`src/rtl/mem_arbiter.sv`:
```
// Shares one memory port between ICache refills and DCache accesses.
// D wins ties unless I has been passed over STARVE_MAX times; BUSY aborts after TIMEOUT cycles.
module mem_arbiter #(
    parameter int unsigned DATA_W     = 32,
    parameter int unsigned STARVE_MAX = 4,
    parameter int unsigned TIMEOUT    = 64
) (
    input  logic              clk,
    input  logic              rst,
    input  logic              i_req,
    input  logic [DATA_W-1:0] i_addr,
    output logic              i_done,
    output logic [DATA_W-1:0] i_rdata,
    input  logic              d_req,
    input  logic              d_we,
    input  logic [DATA_W-1:0] d_addr,
    input  logic [DATA_W-1:0] d_wdata,
    output logic              d_done,
    output logic [DATA_W-1:0] d_rdata,
    output logic              err,
    output logic              mem_req,
    output logic              mem_we,
    output logic [DATA_W-1:0] mem_addr,
    output logic [DATA_W-1:0] mem_wdata,
    input  logic [DATA_W-1:0] mem_rdata,
    input  logic              mem_ready
);

    localparam int unsigned SW = (STARVE_MAX > 0) ? $clog2(STARVE_MAX + 1) : 1;
    localparam int unsigned TW = (TIMEOUT > 1) ? $clog2(TIMEOUT + 1) : 1;

    typedef enum logic [1:0] {
        IDLE = 2'd0,
        BUSY = 2'd1,
        DONE = 2'd2
    } state_t;

    typedef enum logic {
        OWN_I = 1'b0,
        OWN_D = 1'b1
    } owner_t;

    typedef struct packed {
        logic              we;
        logic [DATA_W-1:0] addr;
        logic [DATA_W-1:0] wdata;
    } cmd_t;

    state_t            state, state_nxt;
    owner_t            owner, owner_nxt;
    cmd_t              cmd, cmd_nxt;
    logic              mem_req_r, mem_req_nxt;
    logic              i_done_r, i_done_nxt;
    logic              d_done_r, d_done_nxt;
    logic              err_r, err_nxt;
    logic [DATA_W-1:0] i_rdata_r, i_rdata_nxt;
    logic [DATA_W-1:0] d_rdata_r, d_rdata_nxt;
    logic [SW-1:0]     starve, starve_nxt;
    logic [TW-1:0]     tcnt, tcnt_nxt;

    logic              grant_i;
    logic [DATA_W-1:0] rsp_data;

    // I wins only when alone or when it has been starved long enough
    assign grant_i  = i_req && (!d_req || (starve == SW'(STARVE_MAX)));
    assign rsp_data = cmd.we ? '0 : mem_rdata;

    always_ff @(posedge clk or posedge rst) begin
        if (rst) begin
            state     <= IDLE;
            owner     <= OWN_I;
            cmd       <= '0;
            mem_req_r <= 1'b0;
            i_done_r  <= 1'b0;
            d_done_r  <= 1'b0;
            err_r     <= 1'b0;
            i_rdata_r <= '0;
            d_rdata_r <= '0;
            starve    <= '0;
            tcnt      <= '0;
        end else begin
            state     <= state_nxt;
            owner     <= owner_nxt;
            cmd       <= cmd_nxt;
            mem_req_r <= mem_req_nxt;
            i_done_r  <= i_done_nxt;
            d_done_r  <= d_done_nxt;
            err_r     <= err_nxt;
            i_rdata_r <= i_rdata_nxt;
            d_rdata_r <= d_rdata_nxt;
            starve    <= starve_nxt;
            tcnt      <= tcnt_nxt;
        end
    end

    // Next-state and registered-output logic; done/err/rdata default to a one-cycle pulse
    always_comb begin
        state_nxt   = state;
        owner_nxt   = owner;
        cmd_nxt     = cmd;
        mem_req_nxt = mem_req_r;
        i_done_nxt  = 1'b0;
        d_done_nxt  = 1'b0;
        err_nxt     = 1'b0;
        i_rdata_nxt = '0;
        d_rdata_nxt = '0;
        starve_nxt  = starve;
        tcnt_nxt    = tcnt;

        case (state)
            IDLE: begin
                if (i_req || d_req) begin
                    state_nxt   = BUSY;
                    mem_req_nxt = 1'b1;
                    tcnt_nxt    = '0;
                    if (grant_i) begin
                        owner_nxt     = OWN_I;
                        cmd_nxt.we    = 1'b0;
                        cmd_nxt.addr  = i_addr;
                        cmd_nxt.wdata = '0;
                        starve_nxt    = '0;
                    end else begin
                        owner_nxt     = OWN_D;
                        cmd_nxt.we    = d_we;
                        cmd_nxt.addr  = d_addr;
                        cmd_nxt.wdata = d_wdata;
                        if (!i_req) begin
                            starve_nxt = '0;
                        end else if (starve != SW'(STARVE_MAX)) begin
                            starve_nxt = starve + SW'(1);
                        end
                    end
                end
            end

            BUSY: begin
                // A completion arriving on the last allowed cycle beats the timeout
                if (mem_ready) begin
                    state_nxt   = DONE;
                    mem_req_nxt = 1'b0;
                    cmd_nxt.we  = 1'b0;
                    if (owner == OWN_I) begin
                        i_done_nxt  = 1'b1;
                        i_rdata_nxt = rsp_data;
                    end else begin
                        d_done_nxt  = 1'b1;
                        d_rdata_nxt = rsp_data;
                    end
                end else if (tcnt == TW'(TIMEOUT - 1)) begin
                    state_nxt   = DONE;
                    mem_req_nxt = 1'b0;
                    cmd_nxt.we  = 1'b0;
                    err_nxt     = 1'b1;
                    tcnt_nxt    = tcnt + TW'(1);
                    if (owner == OWN_I) begin
                        i_done_nxt = 1'b1;
                    end else begin
                        d_done_nxt = 1'b1;
                    end
                end else begin
                    tcnt_nxt = tcnt + TW'(1);
                end
            end

            DONE: begin
                state_nxt = IDLE;
                tcnt_nxt  = '0;
            end

            default: begin
                state_nxt   = IDLE;
                mem_req_nxt = 1'b0;
            end
        endcase
    end

    assign mem_req   = mem_req_r;
    assign mem_we    = cmd.we;
    assign mem_addr  = cmd.addr;
    assign mem_wdata = cmd.wdata;
    assign i_done    = i_done_r;
    assign d_done    = d_done_r;
    assign err       = err_r;
    assign i_rdata   = i_rdata_r;
    assign d_rdata   = d_rdata_r;

endmodule

```
`config.mk`:
```
export PLATFORM = sky130hd
export DESIGN_NAME = mem_arbiter
export DESIGN_NICKNAME = d
export VERILOG_FILES = /design/src/rtl/mem_arbiter.sv
export SDC_FILE = /design/constraint.sdc
export NUM_CORES = 1
export LEC_CHECK = 0
export CAP_MARGIN = 20
export CORE_MARGIN = 4
export CORE_UTILIZATION = 46
export CTS_BUF_LIST = sky130_fd_sc_hd__clkbuf_2 sky130_fd_sc_hd__clkbuf_4 sky130_fd_sc_hd__clkbuf_8
export DETAILED_ROUTE_END_ITERATION = 7
export GPL_ROUTABILITY_DRIVEN = 0
export PLACE_DENSITY_LB_ADDON = 0.1
export SLEW_MARGIN = 30
export SYNTH_ARGS = -nofsm -noshare
export SYNTH_HDL_FRONTEND = slang
export SYNTH_SLANG_ARGS = --single-unit
```
`constraint.sdc`:
```
create_clock -name clk -period 12.5 [get_ports clk]
set_clock_uncertainty 0.1 [all_clocks]
set_input_delay 1.25 -clock clk [delete_from_list [all_inputs] [get_ports clk]]
set_output_delay 1.25 -clock clk [all_outputs]
set_load 0.01 [all_outputs]
```
After elaboration in Yosys (flattened, before gate mapping). Cells that the tools add are included.

Register bits: 146. Output and inout port bits: 133. Logic and storage cells: 74.

Add/subtract/negate cells: 2. Equality and inequality tests: 9. Multiplexer cells: 36. Bitwise gates (word level): 1. Reductions and logical operators: 13.

Operators with widths (number): 32-bit 2-to-1 mux (7); 65-bit 2-to-1 mux (2); 7-bit case mux with 3 select lines (1); 1-bit 2-to-1 mux (15); 7-bit 2-to-1 mux (2); 3-bit AND reduction (4); 3-bit 2-to-1 mux (3); 7-bit by 1-bit adder with 7-bit output (second input constant) (1); 7-bit by 6-bit equality test with 1-bit output (second input constant) (1); 2-bit 2-to-1 mux (3); 3-bit inequality test (second input constant) (2); 2-bit inequality test (second input constant) (2); 2-bit case mux with 2 select lines (1); 2-bit AND reduction (2); 3-bit by 1-bit adder with 3-bit output (second input constant) (1); 3-bit equality test (second input constant) (1); 3-bit by 1-bit inequality test with 1-bit output (second input constant) (1); 1-bit case mux with 3 select lines (1); 3-bit nonzero test (1); 2-bit by 1-bit equality test with 1-bit output (second input constant) (1); 2-bit equality test (second input constant) (1); 2-bit zero test (1); 1-bit logical OR (2); 1-bit case mux with 2 select lines (1); 4 further kinds (4).

Longest topological paths before layout. Gate-level depths: netlist (run 1).

Word-level depth: 6. Gate-level depth with buffers: 6. Depth with buffers taken out: 5.

Worst setup path after synthesis (run 1). Ideal clock, no wire load.

Path type: input-to-reg. Start: input i_req. End: register owner. Library setup time: 0.133 ns. Arrival time: 2.194 ns. Setup slack: 10.074 ns. Stages on the path: 6. Buffers on the path: 3. Path through: or2_2 buf_2 buf_2 buf_1 a21oi_1 a21oi_1.

Longest elaborated chain between the ends: 2. Elaborated cells on any way between the ends: 4. Those cells by class: 1 x mux; 3 x reduce/logical.

RTL lines: start, declared (RTL line 10) `input logic i_req,`; 1-bit logical AND / 1-bit logical OR (equally long branches) (RTL line 65, 112); 1-bit 2-to-1 mux / 2-bit AND reduction (equally long branches); end signal, assigned (RTL line 83) `owner <= owner_nxt;`; end, declared (RTL line 50) `owner_t owner, owner_nxt;`.

Several ways; a longest one is shown, not always the timed one. A chain may end at the register's enable or synchronous reset.

Worst setup path in the final report (run 1).
Start: input i_req. End: register cmd, in the netlist mem_we.

Longest elaborated chain between the ends: 4. Elaborated cells on any way between the ends: 7. Those cells by class: 1 x eq/ne; 3 x mux; 3 x reduce/logical.

RTL lines: 1-bit logical AND (RTL line 65) `assign grant_i = i_req && (!d_req || (starve == SW'(STARVE_MAX)));`; 65-bit 2-to-1 mux (RTL line 116) `if (grant_i) begin`; 65-bit 2-to-1 mux (RTL line 112) `if (i_req || d_req) begin`; 1-bit case mux with 2 select lines (RTL line 110) `case (state)`; end signal, assigned (RTL line 84) `cmd <= cmd_nxt;`; end, declared (RTL line 51) `cmd_t cmd, cmd_nxt;`.

Several ways; a longest one is shown, not always the timed one. The select of a mux whose other input is x is not followed.

==> results.toml, run 1 <==
[timing]
slew_headroom_pct = 40.50
slew_viol_final = 0
setup_violations = 0
fmax_mhz = 269.2
fin_crit_sh_pct = 29.72
rsz0062_at_grt = "false"
hold_viol_final = 0
tightest_slew_ns = 0.8915
setup_tns_ns = 0
min_period_ns = 3.715

[floorplanning]
die-width_um = 121.3
design.die.area_mm2 = 0.01472
die_h_um = 121.3
start_util_pct = 46.82
ios = 267
row_count = 41
core_area_mm2 = 0.01262

[pwr]
leakagePower_nw = 3.725
p_per_area_mw_per_mm2 = 196.7
peakVddDrop_mv = 0.1042
power.total_mw = 1.780

[yosys]
synth_xor_area_share_pct = 0
synth_cell_types = 40
ys.flop_type = "dfrtp_1"
seq_area_frac_synth_pct = 61.84
async_flop_share_pct = 100.0
ys_top_cells_by_area = "dfrtp_1 62%, nand3_1 5.8%, o2bb2ai_1 5.0%"
synth-compound-area-share_pct = 16.52
synth_top_area_share_pct = 61.84
ys_seq_elements = 146
synth_top_family_by_area = "simple AND/OR/NAND/NOR gates"
postSynthAreaPerCell_um2 = 10.51
synth.area.mux_share_pct = 0.1694
synth.most_common_cell = "dfrtp_1"
synth_largest_area_cell = "dfrtp_1"
synthesis.nets = 699
syn_inst = 562
syn_area_mm2 = 0.005908
synth_fa_ha_area_share_pct = 0.6353
synthSimpleGateAreaFrac_pct = 16.98
synth_edf_count = 0
yosys_warnings = 0
synth_commonest_cells = "146 x dfrtp_1, 68 x nand3_1, 68 x nor2_1"

[routing]
avgViaCountPerCell = 5.385
wl_per_cell_um = 18.13
drtIter0Drc = 458
firstDrtPassIters = 6
num_vias = 5326
ant_nets = 0
drc = 0
drt-total-wl_um = 17930

[critical_path]
cp_slowest_cell = "nand2_2"
worstPathArrival_ns = 3.94
cpPeakStageDelay_ns = 0.57
setup.worst_path.end_class = "register"
required_ns = 12.73
critical-path-top-delay-family = "buffers and inverters"
crit_path_frequent_cell = "buf_4"
path_max_fanout = 63
path_buf_inv = 3
crit_chain = "clkdlybuf4s50_1, buf_4, or2_2, buf_4, nand2_2, a32o_1"
rr_startpoint = "state[0]"
crit_start = "i_req"
worst-setup-path-type = "in2reg"
start_kind = "input port"

[placed_design]
hpwl_um = 12480
port_buffers = 266
placed_cells = 957

[worst_hold_path]
hp-class = "reg2reg"
hold_start = "mem_wdata[9]"

[grt]
grt_pass1_vias = 5423
grt_pass1_wl_um = 28300
grt.overflow.total = 0
grt_use_total_pct = 24.53
grt_max_degree = 94
antenna_found_initial = 0

[clock_tree]
numCtsBuffers = 17
clk_pin_slew_ns = 0.08
ctsHoldBuffers = 0
postCtsSetupRepairBufs = 0
clock_sinks = 146
htreeDepth = 4
cts-root-buf = "clkbuf_8"
insertion_delay_ns = 0.44
clk_path_buf_depth = 2
cts.repair.resized = 0
tritoncts = "built"

[layout]
fin_nets = 941
area_growth_pct = 53.11
finalNonFillerCells = 989
diodes = 0
drive_gt1_share_pct = 5.998

[job]
maxCapViolations = 0

[outcome]
status = "completed"
==> final cells by class <==
type	instances	area [µm²]
Sequential cell	146	3655
Fill cell	953	3573
Timing Repair Buffer	272	2708
Multi-Input combinational cell	359	2049
Clock buffer	18	241.5
Tap cell	172	215.2
Clock inverter	14	142.6
Inverter	8	35.03
==> worst register-to-register path, cell delays in order, from the launching register on <==
cell,delay (ns)
dfrtp_1,0.54
nor2_4,0.68
buf_4,0.49
nand2_2,0.48
a32o_1,0.42
==> where the power goes <==
group	internal [mW]	switching, mW
logic	0.373	0.337
clock network	0.165	0.194
registers	0.609	0.102
==> placed cells by master, fill, tap and decap left out, types with 3 or more instances in the layout <==
master	Yosys	final
nor2b_1	4	4
a21oi_1	39	39
or4_1	3	3
dfrtp_1	146	145
nand2_1	7	5
o31ai_1	4	4
nand3_1	68	68
nand2b_1	35	35
o21ai_0	36	36
o2bb2ai_1	34	34
a31oi_1	33	33
clkinvlp_4	0	5
clkbuf_8	0	17
clkdlybuf4s50_1	0	266
inv_1	8	7
inv_6	0	6
buf_4	0	6
nor2_1	68	67
ha_1	3	3
==> sequential cells by signal (all words and copies together), names as in the netlist, 2 cells and up <==
| signal | count |
|---|---|
| d_rdata | 32 |
| i_rdata | 32 |
| mem_addr | 32 |
| mem_wdata | 32 |
| tcnt | 7 |
| starve | 3 |
| state | 2 |
==> kinds of logic (layout without fill, tap and decap cells) <==
logic type / after synthesis / after routing
adders and majority gates: 3 / 3
and+or+nand+nor: 201 / 201
AOI/OAI and AO/OA: 154 / 154
DFF: 146 / 146
muxes: 1 / 1
buffers and inverters: 57 / 312
==> layer usage <==
metal  share of wire, %  wire length [µm]  GRT usage [%]  vias up
met5                  0                 0              0        -
met4                2.3               409          8.824        0
met3                8.8              1571          7.646       33
met2                 48              8633          38.72      285
met1                 41              7317          32.07     2535
li1                   -                 -              -     2473
==> stage by stage <==
| step | setup WS [ns] | hold WS [ns] | area, µm² | util [%] |
|---|---|---|---|---|
| 3_3_place_gp | 8.051 | 0.3711 | 8650 | 68.54 |
| 4_1_cts | 8.841 | 0.3947 | 9045 | 71.67 |
| 5_1_grt | 8.619 | 0.4067 | 9046 | 71.68 |
| 2_1_floorplan | 7.227 | 0.3536 | 5908 | - |
| 3_5_place_dp | 8.370 | 0.3731 | 8661 | 68.63 |
| 6_report | 8.785 | 0.3938 | 9046 | 71.68 |
==> final timing paths <==
| kind | endpoint | slack [ns] | cells past startpoint |
|---|---|---|---|
| setup / recovery | mem_we | 8.78 | 6 |
| hold / removal | mem_wdata[9] | 0.39 | 1 |
| setup reg to reg | mem_we | 9.69 | 4 |
| hold reg to reg | mem_wdata[9] | 0.39 | 1 |
| max in group asynchronous | mem_we | 9.78 | 3 |
| min in group asynchronous | d_rdata[12] | 1.25 | 2 |
(Power assumes the default switching activity.)
==> run 2, diff against run 1 <==
--- a/config.mk
+++ b/config.mk
@@ -7,7 +7,7 @@
 export LEC_CHECK = 0
 export CAP_MARGIN = 20
 export CORE_MARGIN = 4
-export CORE_UTILIZATION = 46
+export CORE_UTILIZATION = 39
 export CTS_BUF_LIST = sky130_fd_sc_hd__clkbuf_2 sky130_fd_sc_hd__clkbuf_4 sky130_fd_sc_hd__clkbuf_8
 export DETAILED_ROUTE_END_ITERATION = 7
 export GPL_ROUTABILITY_DRIVEN = 0
==> constraint.sdc (replaced) <==
create_clock -name clk -period 3.35 [get_ports clk]
set_clock_uncertainty 0.1 [all_clocks]
set_input_delay 0.335 -clock clk [delete_from_list [all_inputs] [get_ports clk]]
set_output_delay 0.335 -clock clk [all_outputs]
set_load 0.01 [all_outputs]
==> run 2 against run 1 <==
Against the previous run:
- setup slack got worse by 7.7 ns
- power grew to 3.8 times the previous value
- via count rose by 0.21%
- non-clock buffer count increased by 6
- die area up 17%
- core utilization fell by 9.3 points
- cell count is 1.9% higher
- critical path type unchanged
- largest power group is now combinational cells
- routed wire length rose by 1.5%
==> results.toml, run 2 (same netlist as run 1, synthesis figures left out) <==
[job]
maxCapViolations = 0

[grt]
grt_use_total_pct = 21.38
grt_max_degree = 72
antenna_found_initial = 0
grt_pass1_vias = 5502
grt.overflow.total = 0
grt_pass1_wl_um = 28710

[critical_path]
worst-setup-path-type = "in2reg"
path_max_fanout = 39
setup.worst_path.end_class = "register"
required_ns = 3.56
start_kind = "input port"
worstPathArrival_ns = 2.48

[routing]
drtIter0Drc = 463
avgViaCountPerCell = 5.295
wl_per_cell_um = 18.06
drt-total-wl_um = 18200
num_vias = 5337
drc = 0
firstDrtPassIters = 5
ant_nets = 0

[clock_tree]
postCtsSetupRepairBufs = 0
tritoncts = "built"
ctsHoldBuffers = 0
cts.repair.resized = 0
htreeDepth = 4
clock_sinks = 146
clk_path_buf_depth = 2
clk_pin_slew_ns = 0.08
cts-root-buf = "clkbuf_8"
insertion_delay_ns = 0.43
numCtsBuffers = 17

[floorplanning]
row_count = 44
ios = 267
design.die.area_mm2 = 0.01718
die_h_um = 131.1
core_area_mm2 = 0.01470
die-width_um = 131.1
start_util_pct = 40.19

[outcome]
status = "completed"

[layout]
final_common_cell = "clkdlybuf4s50_1"
fin_nets = 947
final_core_util_pct = 62.41
finalNonFillerCells = 1008
drive_gt1_share_pct = 6.318
area_growth_pct = 55.27
final_area_mm2 = 0.009174
mostFrequentLayoutCells = "266 x clkdlybuf4s50_1, 146 x dfrtp_1, 68 x nand3_1"

[timing]
hold_viol_final = 0
min_period_ns = 2.273
setup_violations = 0
slew_viol_final = 0
rsz0062_at_grt = "false"
setup_tns_ns = 0
slew_headroom_pct = 39.92
tightest_slew_ns = 0.9003
whs_ns = 0.1663
fin_ws_ns = 1.077
fin_crit_sh_pct = 67.86
fmax_mhz = 439.9

[pwr]
leakagePower_nw = 3.790
p_per_area_mw_per_mm2 = 737.5
power.total_mw = 6.766
peakVddDrop_mv = 0.4105

[placed_design]
place_area_mm2 = 0.008730
hpwl_um = 12860
port_buffers = 266
placed_cells = 974
place_ws_ns = 0.6232

[worst_hold_path]
hp-class = "in2async"
==> run 2: changes by cell type in the layout (fill, tap and decap cells not counted), moves of 2 or more <==
cell,before,now
buf_12,0,3
buf_4,6,9
bufinv_16,1,3
clkbuf_4,1,3
inv_6,6,3
inv_8,2,0
==> run 2: cell type report <==
type | instances | area (µm²)
inverter | 8 | 33.78
multi-input combinational | 359 | 2042
fill | 1243 | 5525
clock buffer | 21 | 270.3
clock inverter | 11 | 151.4
sequential | 146 | 3654
tap | 184 | 230.2
antenna | 1 | 2.502
timing repair buffer | 278 | 2790
==> run 2: final timing paths <==
kind	from	end	slack [ns]	depth (start not counted)
max in group asynchronous	rst	d_rdata[26]	2.38	3
worst max register to register	state[0]	mem_we	1.12	5
min in group clk	d_wdata[28]	mem_wdata[28]	0.35	3
worst min register to register	mem_wdata[18]	mem_wdata[18]	0.39	1
worst max-delay path	i_req	mem_wdata[25]	1.08	6
worst min-delay path	rst	err	0.17	2
==> run 2: critical path: stages <==
cell and delay, ns:
clkdlybuf4s50_1 0.47, buf_4 0.36, inv_1 0.51, nor2_2 0.30, buf_4 0.35, o2bb2ai_1 0.13
==> run 2: power by group <==
part / switching [mW] / internal, mW
Sequential: 0.324 / 2.27
Clock: 0.650 / 0.786
Combinational: 1.32 / 1.41
Total: 2.30 / 4.47
==> run 2: layer usage <==
metal	track usage, %	routed length [µm]
met1	28.72	7512
met2	32.83	8692
met3	6.078	1601
met4	8.651	394
met5	0	0
